==> config.mk <==
export PLATFORM = sky130hd
export DESIGN_NAME = uart_rx_flat
export DESIGN_NICKNAME = d
export VERILOG_FILES = /design/src/rtl/uart_rx_if.sv /design/src/rtl/uart_rx.sv /design/src/flat_wrapper.sv
export SDC_FILE = /design/constraint.sdc
export NUM_CORES = 1
export LEC_CHECK = 0
export ABC_AREA = 1
export BUFFER_PORTS_ARGS = -buffer_cell sky130_fd_sc_hd__buf_4
export CORE_ASPECT_RATIO = 1.5
export CORE_MARGIN = 2
export CORE_UTILIZATION = 59
export CTS_BUF_LIST = sky130_fd_sc_hd__clkbuf_8
export CTS_CLUSTER_SIZE = 16
export DETAILED_ROUTE_END_ITERATION = 12
export PLACE_DENSITY = 0.87
export SETUP_SLACK_MARGIN = 0.02
export SKIP_LAST_GASP = 1
export SYNTH_ARGS = -nofsm -noshare
export SYNTH_HDL_FRONTEND = slang
export SYNTH_SLANG_ARGS = --single-unit
==> constraint.sdc <==
create_clock -name clk -period 3.7 [get_ports clk]
set_input_delay 0.74 -clock clk [delete_from_list [all_inputs] [get_ports clk]]
set_output_delay 0.74 -clock clk [all_outputs]
set_load 0.005 [all_outputs]
==> src/rtl/uart_rx_if.sv <==
// Serial receive bundle: the raw RsRx line in, the received byte and status strobes out.
// The receiver takes the slave view; whatever drives the line takes the master view.
interface uart_rx_if;
    logic       RsRx;
    logic [7:0] outputdata;
    logic       dataValid;
    logic       active;
    logic       frameErr;

    modport master (
        output RsRx,
        input  outputdata,
        input  dataValid,
        input  active,
        input  frameErr
    );

    modport slave (
        input  RsRx,
        output outputdata,
        output dataValid,
        output active,
        output frameErr
    );
endinterface

==> src/rtl/uart_rx.sv <==
// 8N1 UART receiver with mid-bit sampling, a two-flop line synchronizer,
// a one-cycle byte strobe and a one-cycle framing-error strobe.
module uart_rx #(
    parameter int CLKS_PER_BIT = 10416
) (
    input  logic     clk,
    input  logic     rst,
    uart_rx_if.slave bus
);
    localparam int          HALF_BIT = (CLKS_PER_BIT - 1) / 2;
    localparam logic [15:0] HALF_CNT = 16'(HALF_BIT);
    localparam logic [15:0] BIT_END  = 16'(CLKS_PER_BIT - 1);

    localparam logic [2:0] ST_IDLE  = 3'd0;
    localparam logic [2:0] ST_START = 3'd1;
    localparam logic [2:0] ST_DATA  = 3'd2;
    localparam logic [2:0] ST_STOP  = 3'd3;
    localparam logic [2:0] ST_CLEAN = 3'd4;

    logic [1:0]  sync_reg;
    logic        rx_s;
    logic [2:0]  state_reg, state_next;
    logic [15:0] counter_reg, counter_next;
    logic [2:0]  index_reg, index_next;
    logic [7:0]  shift_reg, shift_next;
    logic [7:0]  out_reg, out_next;
    logic        valid_reg, valid_next;
    logic        ferr_reg, ferr_next;
    logic        active_reg, active_next;
    logic        bit_sample;
    logic        half_hit;
    logic        bit_hit;

    assign rx_s     = sync_reg[1];
    assign half_hit = (counter_reg == HALF_CNT);
    assign bit_hit  = (counter_reg == BIT_END);

    // Each shift bit only loads when its own index is being sampled.
    genvar gi;
    generate
        for (gi = 0; gi < 8; gi++) begin : g_shift
            assign shift_next[gi] = (bit_sample && index_reg == 3'(gi)) ? rx_s : shift_reg[gi];
        end
    endgenerate

    always_comb begin
        state_next   = state_reg;
        counter_next = counter_reg + 16'd1;
        index_next   = index_reg;
        out_next     = out_reg;
        valid_next   = 1'b0;
        ferr_next    = 1'b0;
        active_next  = active_reg;
        bit_sample   = 1'b0;
        case (state_reg)
            ST_IDLE: begin
                counter_next = 16'd0;
                active_next  = 1'b0;
                if (!rx_s) begin
                    state_next  = ST_START;
                    active_next = 1'b1;
                end
            end
            ST_START: begin
                if (half_hit) begin
                    counter_next = 16'd0;
                    if (!rx_s) begin
                        state_next = ST_DATA;
                        index_next = 3'd0;
                    end else begin
                        state_next  = ST_IDLE;
                        active_next = 1'b0;
                    end
                end
            end
            ST_DATA: begin
                if (bit_hit) begin
                    counter_next = 16'd0;
                    bit_sample   = 1'b1;
                    if (index_reg == 3'd7) begin
                        state_next = ST_STOP;
                    end else begin
                        index_next = index_reg + 3'd1;
                    end
                end
            end
            ST_STOP: begin
                if (bit_hit) begin
                    counter_next = 16'd0;
                    active_next  = 1'b0;
                    state_next   = ST_CLEAN;
                    if (rx_s) begin
                        valid_next = 1'b1;
                        out_next   = shift_reg;
                    end else begin
                        ferr_next = 1'b1;
                    end
                end
            end
            ST_CLEAN: begin
                // A held-low break parks here until the line recovers.
                counter_next = 16'd0;
                if (rx_s) begin
                    state_next = ST_IDLE;
                end
            end
            default: begin
                state_next   = ST_IDLE;
                counter_next = 16'd0;
                active_next  = 1'b0;
            end
        endcase
    end

    always_ff @(posedge clk) begin
        if (rst) begin
            sync_reg    <= 2'b11;
            state_reg   <= ST_IDLE;
            counter_reg <= 16'd0;
            index_reg   <= 3'd0;
            shift_reg   <= 8'h00;
            out_reg     <= 8'h00;
            valid_reg   <= 1'b0;
            ferr_reg    <= 1'b0;
            active_reg  <= 1'b0;
        end else begin
            sync_reg    <= {sync_reg[0], bus.RsRx};
            state_reg   <= state_next;
            counter_reg <= counter_next;
            index_reg   <= index_next;
            shift_reg   <= shift_next;
            out_reg     <= out_next;
            valid_reg   <= valid_next;
            ferr_reg    <= ferr_next;
            active_reg  <= active_next;
        end
    end

    assign bus.outputdata = out_reg;
    assign bus.dataValid  = valid_reg;
    assign bus.frameErr   = ferr_reg;
    assign bus.active     = active_reg;
endmodule

==> src/flat_wrapper.sv <==
// flat-port wrapper written by rule: the top's interface ports become plain ports
module uart_rx_flat 
#(
    parameter int CLKS_PER_BIT = 10416
)
  (clk, rst, bus_RsRx, bus_outputdata, bus_dataValid, bus_active, bus_frameErr);
  uart_rx_if bus_i ();
  input  logic clk;
  input  logic rst;
  input wire logic [$bits(bus_i.RsRx)-1:0] bus_RsRx;
  output wire logic [$bits(bus_i.outputdata)-1:0] bus_outputdata;
  output wire logic [$bits(bus_i.dataValid)-1:0] bus_dataValid;
  output wire logic [$bits(bus_i.active)-1:0] bus_active;
  output wire logic [$bits(bus_i.frameErr)-1:0] bus_frameErr;
  assign bus_i.RsRx = bus_RsRx;
  assign bus_outputdata = bus_i.outputdata;
  assign bus_dataValid = bus_i.dataValid;
  assign bus_active = bus_i.active;
  assign bus_frameErr = bus_i.frameErr;
  uart_rx #(.CLKS_PER_BIT(CLKS_PER_BIT)) u_core (.clk(clk), .rst(rst), .bus(bus_i));
endmodule
# Word level (Yosys, flattened, before mapping)
# Index checks and enable logic that the tools add are counted.
word_totals:
  input_bits: 3
  mem_count: 0
  out_inout_bits: 11
  reg_bits: 43
  mem_bits_rw: 0
  mem_bits_ro: 0
  latchBits: 0
  word_cells: 85
classes:
  n_eq_ne: 22
  multipliers: 0
  reduce_logical: 18
  muxes: 24
  n_bitwise: 3
  n_lt_le_gt_ge: 0
  div_mod_pow: 0
  shifts: 0
  addsub: 2
ops:
  columns: ["cell", "count"]
  rows:
  - ["16-bit 2-to-1 mux", 2]
  - ["16-bit case mux with 2 select lines", 1]
  - ["3-bit 2-to-1 mux", 10]
  - ["16-bit by 1-bit adder with 16-bit output (second input constant)", 1]
  - ["16-bit by 13-bit equality test with 1-bit output (second input constant)", 1]
  - ["16-bit by 14-bit equality test with 1-bit output (second input constant)", 1]
  - ["3-bit equality test (second input constant)", 5]
  - ["3-bit case mux with 5 select lines", 1]
  - ["3-bit by 2-bit equality test with 1-bit output (second input constant)", 4]
  - ["2-bit by 1-bit inequality test with 1-bit output (second input constant)", 6]
  - ["1-bit logical AND", 8]
  - ["1-bit 2-to-1 mux", 7]
  - ["3-bit by 1-bit equality test with 1-bit output (second input constant)", 2]
  - ["3-bit zero test", 2]
  - ["2-bit inequality test (second input constant)", 3]
  - ["3-bit case mux with 2 select lines", 1]
  - ["6-bit AND reduction", 1]
  - ["5-bit AND reduction", 1]
  - ["1-bit case mux with 4 select lines", 1]
  - ["4-bit AND reduction", 1]
  - ["2-bit OR reduction", 2]
  - ["3-bit by 1-bit adder with 3-bit output (second input constant)", 1]
  - ["1-bit NOT", 3]
  - ["3-bit AND reduction", 1]
  - ["other kinds (3)", 3]

# Longest topological paths before layout
# Gate-level depths: netlist of the first run.
logic_depth:
  depth_word: 4
  ltp_mapped: 12
  depth_no_buf: 12

# Least setup slack after synthesis of the first run
# No wires, ideal clock.
synth_path:
  kind: "reg2reg"
  start: "register u_core.counter_reg[0]"
  end: "register u_core.shift_reg[7]"
  required_ns: 3.585
  t_arrival_ns: 1.407
  period_less_slack_ns: 1.522
  setup_time_ns: 0.115
  path_slack_ns: 2.178
  path_buffers: 1
  path_stages_with_launch: 10
  path_cell_list: "dfxtp_1 ha_1 nand3_1 nor2_1 nand2_4 nor2_8 buf_8 nand2_1 o21ai_1 nor2_1"
synth_between:
  elab_chain_len: 4
synth_rtl:
  columns: ["element", "line_no", "rtl"]
  rows:
  - ["start: declaration", "uart_rx.sv:23", "logic [15:0] counter_reg, counter_next;"]
  - ["start signal: assignment", "uart_rx.sv:129", "counter_reg <= counter_next;"]
  - ["16-bit by 14-bit equality test with 1-bit output", "uart_rx.sv:36", "assign bit_hit = (counter_reg == BIT_END);"]
  - ["1-bit 2-to-1 mux", "uart_rx.sv:77", "if (bit_hit) begin"]
  - ["1-bit 2-to-1 mux", "uart_rx.sv:55", "case (state_reg)"]
  - ["1-bit logical AND", "uart_rx.sv:42", "assign shift_next[gi] = (bit_sample && index_reg == 3'(gi)) ? rx_s : shift_reg[gi];"]
  - ["end signal: assignment", "uart_rx.sv:131", "shift_reg <= shift_next;"]
  - ["end: declaration", "uart_rx.sv:25", "logic [7:0] shift_reg, shift_next;"]
# Every way passes these cells.
# A chain may end at the register's enable or synchronous reset.

# Worst setup path in the final report of the first run
layout_path:
  start: "register u_core.sync_reg[1]"
  end: "register u_core.state_reg[1]"
layout_between:
  elab_chain_len: 3
  word_cells_on_any_way: 6
  classes_between: "2 x eq/ne; 3 x mux; 1 x reduce/logical"
layout_rtl:
  columns: ["element", "line_no", "rtl"]
  rows:
  - ["start: declaration", "uart_rx.sv:20", "logic [1:0] sync_reg;"]
  - ["start signal: assignment", "uart_rx.sv:127", "sync_reg <= {sync_reg[0], bus.RsRx};"]
  - ["2-bit 2-to-1 mux", "uart_rx.sv:67", "if (!rx_s) begin"]
  - ["3-bit 2-to-1 mux", "uart_rx.sv:65", "if (half_hit) begin"]
  - ["3-bit case mux with 5 select lines", "uart_rx.sv:55", null]
  - ["end signal: assignment", "uart_rx.sv:128", "state_reg <= state_next;"]
  - ["end: declaration", "uart_rx.sv:22", "logic [2:0] state_reg, state_next;"]
# Several ways; a longest one is shown, not always the timed one. The select of a mux whose other input is x is not followed.

==> impl_results.md, run 1 <==
- Outcome: complete, no violations
- TNS Setup: 0 ns
- Max cap viols: 0
- GRT Residual Overflow: 0
- CTS Hold Buffers Added: 0
- Post-CTS sizing: 0
- CTS tree: done
- Worst-skew pair later-pin latency: around 0.31 ns
- Core area: 0.003581 mm²
- HPWL after DPL: between 3 and 4 mm
- Worst Setup SP: u_core.sync_reg[1]
- Critical path capture point type: flip-flop
- Clock Tree Buf Depth: 2
- Post CTS Setup Buffer Count: 0
- Synth top area cells: dfxtp_1, nor2_1, nand2_1
- Vias in the first global route: 1696
- Die ar.: 0.004179 mm²
- Crit path launch type: flip-flop
- Yosys warning total: 0
- Crit path time final: 1.835 ns
- Setup violators final: 0
- Largest net degree at the start of global routing: 24
- Max frequency: 545.0 MHz
- Final slew viol count: 0
- Post-synth EDFFs: 0
- Average size of a mapped cell: between 7 and 8 µm²
- Worst ir drop on vdd: around 0.57 mV
- Clock sink count: 43
- Final Total Pwr: 1.364 mW
- Ratio of cells with drive above 1 in the final layout: 0.2123
- Crit path arrival time: 2.04 ns
- Reg-to-reg slack, setup: between 1.5 and 2 ns
- DP Cell Count: between 300 and 400
- Hold Path Cell Cnt: 1
- Tcrit/Tclk final: 0.4959
- R2r worst-path depth: 9
- Worst reg2reg startpoint: u_core.sync_reg[1]
- Unrepaired setup endpoints after global routing: false
- Final hold violations: 0
- Synthesized flop and latch total: 43
- DRT Pass-1 Iters: 4
- Mapped Nets: 288
- First-pass GRT wire length: roughly 7.1 mm
- Critical path fanouts, max: 19
- Die height: a little under 80 µm
- Avg WL per Cell: 12.45 µm
- Dpl ws: about 1.8 ns
- Synth-to-layout area growth: 10.75%
- Clk slew on worst S/H paths: roughly 0.080 ns
- PwrDens: around 570 mW/mm²
- Sequential area share after synthesis: 0.3977
- Post-layout util: 0.6695
- Final setup margin: 1.865 ns
- Cells after Synth: approximately 280
- Asr flop ratio synth: 0
- CTS Root Cell: clkbuf_8
- Cell accounting for the most synthesized area: dfxtp_1
- Post-synthesis cell type count: 32
- Tot GR Track Use: 0.2265
- Row cnt: 27
- Top-area cell type share of the netlist area: 0.3977
- Clock skew: around 0.0055 ns
- CTS Buf Count: 5
- Kind of critical path: flip-flop to flip-flop
- PortBufs: 13
- Pleak: 1.021 nW
- Io pins: 14
- DRC Markers: 0
- RD Place Congestion: approximately 0.83
- Routed WL: 4.171 mm
- Via count: 1775
- Post-route insts no fill: between 300 and 400
- Worst EP required: 3.91 ns
- Initial Util: 0.6045
- Post-synth top flop: dfxtp_1
- Worst slew pin tran: around 0.66 ns
- Hold_sp: u_core.sync_reg[0]
- Antenna viol nets, final: 0
- Iter 0 DRT Violations: 29
- Most frequent cells after synthesis: nor2_1, dfxtp_1, nand2_1
- H-tree depth: 2
- Die X: roughly 53 µm
- Final nets: ~300
- Initial antenna violation count: 0
- Relative slew slack: 0.5573
- Via density: 5.299
- Count leader, synth: nor2_1
- Diodes inserted: 0
- Hold crit path type: flip-flop to flip-flop
- Synth Cell Area: 0.002165 mm²
- Max reg flops: 16
critical path, cell delays in order (launching register included):
cell	delay, ns
dfxtp_1	0.75
inv_1	0.22
nand3_1	0.14
nand2_1	0.06
nor2_1	0.16
nand2_2	0.09
nor2_4	0.15
nand2_1	0.06
nand2_1	0.06
nor2_1	0.04
per-layer routing:
layer  share of wire  GRT usage
met5               0          0
met4           0.025     0.1231
met3           0.023    0.04183
met2            0.56     0.4074
met1            0.40     0.2336
path summary, 6_finish.rpt:
kind	to
hold / removal	u_core.sync_reg[1]
setup / recovery	u_core.state_reg[1]
hold reg to reg	u_core.sync_reg[1]
setup reg to reg	u_core.state_reg[1]
cells by family (layout without fill, tap and decap cells):
logic type | Yosys count | after routing | share of synthesized area
adders and majority gates | 7 | 7 | 0.04046
DFF | 43 | 43 | 0.3977
xor gates and xnor gates | 7 | 7 | 0.02832
and+or+nand+nor | 143 | 143 | 0.3561
AOI/OAI and AO/OA | 42 | 42 | 0.1035
buffers and inverters | 36 | 50 | 0.07399
report_power, final:
group	internal, mW	switching [mW]
Clock	0.267	0.166
Sequential	0.495	0.0525
Combinational	0.132	0.250
Total	0.894	0.469
cell type report:
cell class / count / area [µm²]
clock inverter: 3 / 63.81
fill: 313 / 1184
multi-input combinational: 199 / 1144
inverter: 29 / 108.9
tap: 43 / 53.80
sequential: 43 / 860.8
timing repair buffer: 13 / 97.59
clock buffer: 5 / 68.82
through the flow:
stage / cell area, µm² / hold WS (ns)
final: 2397 / 0.4426
after global routing: 2397 / 0.4669
after CTS: 2397 / 0.4420
after detailed placement: 2265 / 0.4145
after global placement: 2265 / 0.4096
after floorplan: 2165 / 0.3895
placed cells by master, fill, tap and decap left out, types with 11 or more instances in the layout:
master,instances
nor2_2,11
nor2_1,44
dfxtp_1,43
a21oi_1,15
nand3_1,15
inv_1,22
nand2_1,35
buf_4,13
(Power assumes the default switching activity.)
==> run 2, diff against run 1 <==
clock period = 1.8 ns   (was 3.7 ns; I/O delays follow)
==> impl_results.md, run 2 (same netlist as run 1, synthesis figures left out) <==
- Outcome: complete, no violations
- Initial Util: 0.6045
- DRT Pass-1 Iters: 5
- Pleak: roughly 1.1 nW
- Crit path time final: 1.651 ns
- Core area: approximately 0.0036 mm²
- Worst path max stage delay: 0.36 ns
- Row cnt: 27
- PwrDens: 1075 mW/mm²
- M1 GR Usage: 0.2248
- Buf/Inv on CP: 0
- Met2 Resource Use GR: 0.4605
- Largest net degree at the start of global routing: 24
- Crit path arrival time: 1.84 ns
- CTS Root Cell: clkbuf_8
- Fillers: 305
- Vias in the first global route: 1739
- Slowest CP cell: dfxtp_2
- Final Total Pwr: 2.660 mW
- Clock Tree Buf Depth: 2
- CTS Buf Count: 5
- Multi-input logic area: ~0.0012 mm²
- Tot GR Track Use: 0.2440
- Worst Setup SP: u_core.counter_reg[0]
- CP cell instances: ha_1 > nand3_1 > nor2_2 > nand2_4 > nor2_4 > nand3_1 > o21ai_0 > nor2_1
- Worst slew pin tran: just under 0.6 ns
- Final setup margin: 0.1492 ns
- Critical path capture point type: flip-flop
- Commonest cells after routing, fill and taps aside: nor2_1, dfxtp_1, nand2_1
- CP dominant cell by count: nand3_1
- Final hold violations: 0
- DRC Markers: 0
- Iter 0 DRT Violations: 80
- Diodes inserted: 0
- Worst ir drop on vdd: around 0.87 mV
- HPWL after DPL: 3.338 mm
- Dpl ws: between 0.06 and 0.07 ns
- Die height: slightly below 80 µm
- Avg WL per Cell: 13.74 µm
- TNS Setup: 0 ns
- Die X: 53.46 µm
- Synth-to-layout area growth: 14.34%
- GRT Residual Overflow: 0
- Max cap viols: 0
- Worst reg2reg startpoint: u_core.counter_reg[0]
- Die ar.: 0.004179 mm²
- Relative slew slack: 0.6078
- Setup violators final: 0
- Hold_sp: bus_RsRx
- Busiest grt layer: met2
- Sequential Area: about 860 µm²
- Clock sink count: 43
- Commonest non-fill, non-tap cell in the layout: nor2_1
- Antenna viol nets, final: 0
- CTS tree: done
- Routed WL: between 4 and 5 mm
- Clk slew on worst S/H paths: 0.08 ns
- Via count: roughly 1900
- Final slew viol count: 0
- RD Place Congestion: 0.8195
- Hold crit path type: input pin to flip-flop
- CP delay by family, top: simple AND/OR/NAND/NOR gates
- First-pass GRT wire length: 7.458 mm
- Worst EP required: 1.99 ns
- Clock skew: 0.004644 ns
- DP Cell Count: 333
- Critical path fanouts, max: 7
- Unrepaired setup endpoints after global routing: false
- PortBufs: 13
- Ratio of cells with drive above 1 in the final layout: 0.2616
- Io pins: 14
- GRT met3 Usage: 0.05894
- Crit path launch type: flip-flop
- Post-route insts no fill: 345
- Kind of critical path: flip-flop to flip-flop
- Worst-skew pair later-pin latency: 0.30 ns
- Final nets: 311
- CTS Hold Buffers Added: 0
- Initial antenna violation count: 0
- Max reg flops: 16
- Max frequency: a little over 600 MHz
- Tcrit/Tclk final: 0.9171
- H-tree depth: 2
- Via density: approximately 5.5
## run 2: changes by cell type in the layout (fill, tap and decap cells not counted), moves of 2 or more
| cell | previous run | this run |
|---|---|---|
| nor2_1 | 44 | 42 |
| nor2_2 | 11 | 13 |
| dfxtp_2 | 0 | 2 |
| clkbuf_8 | 5 | 7 |
| bufinv_16 | 2 | 0 |
| buf_4 | 13 | 21 |
| dfxtp_1 | 43 | 41 |
## run 2: layout make-up
type,instances,area share
multi-input combinational,200,0.4717
clock inverter,1,0.003033
sequential,43,0.3488
tap,43,0.02174
clock buffer,7,0.03893
inverter,29,0.04398
timing repair buffer,22,0.07179
## run 2: path summary, 6_finish.rpt
check | endpoint | slack, ns | cells past startpoint
setup / recovery | u_core.shift_reg[6] | 0.15 | 8
hold / removal | u_core.sync_reg[0] | 0.24 | 2
setup reg to reg | u_core.shift_reg[6] | 0.15 | 8
hold reg to reg | u_core.sync_reg[1] | 0.42 | 1
## run 2: through the flow
step	util	area, µm²	hold slack (ns)
after floorplan	-	2165	0.3895
after global placement	0.6485	2322	0.4022
after detailed placement	0.6485	2322	0.4047
after CTS	0.6775	2426	0.2357
after global routing	0.6911	2475	0.2474
final	0.6911	2475	0.2435
## run 2: what timing repair did
item                       in CTS  in global routing
setup endpoints to repair       0                 23
buffers inserted                0                  3
gates resized for setup         0                  6
## run 2: report_power, final
part | switching [mW] | internal [mW]
registers | 0.0923 | 1.02
logic | 0.562 | 0.308
clock network | 0.329 | 0.349
## run 2: metal layers
metal | wire, µm | vias up
met5 | 0 | -
met3 | 136 | 16
met1 | 1688 | 887
met2 | 2781 | 42
met4 | 135 | 0
li1 | - | 945
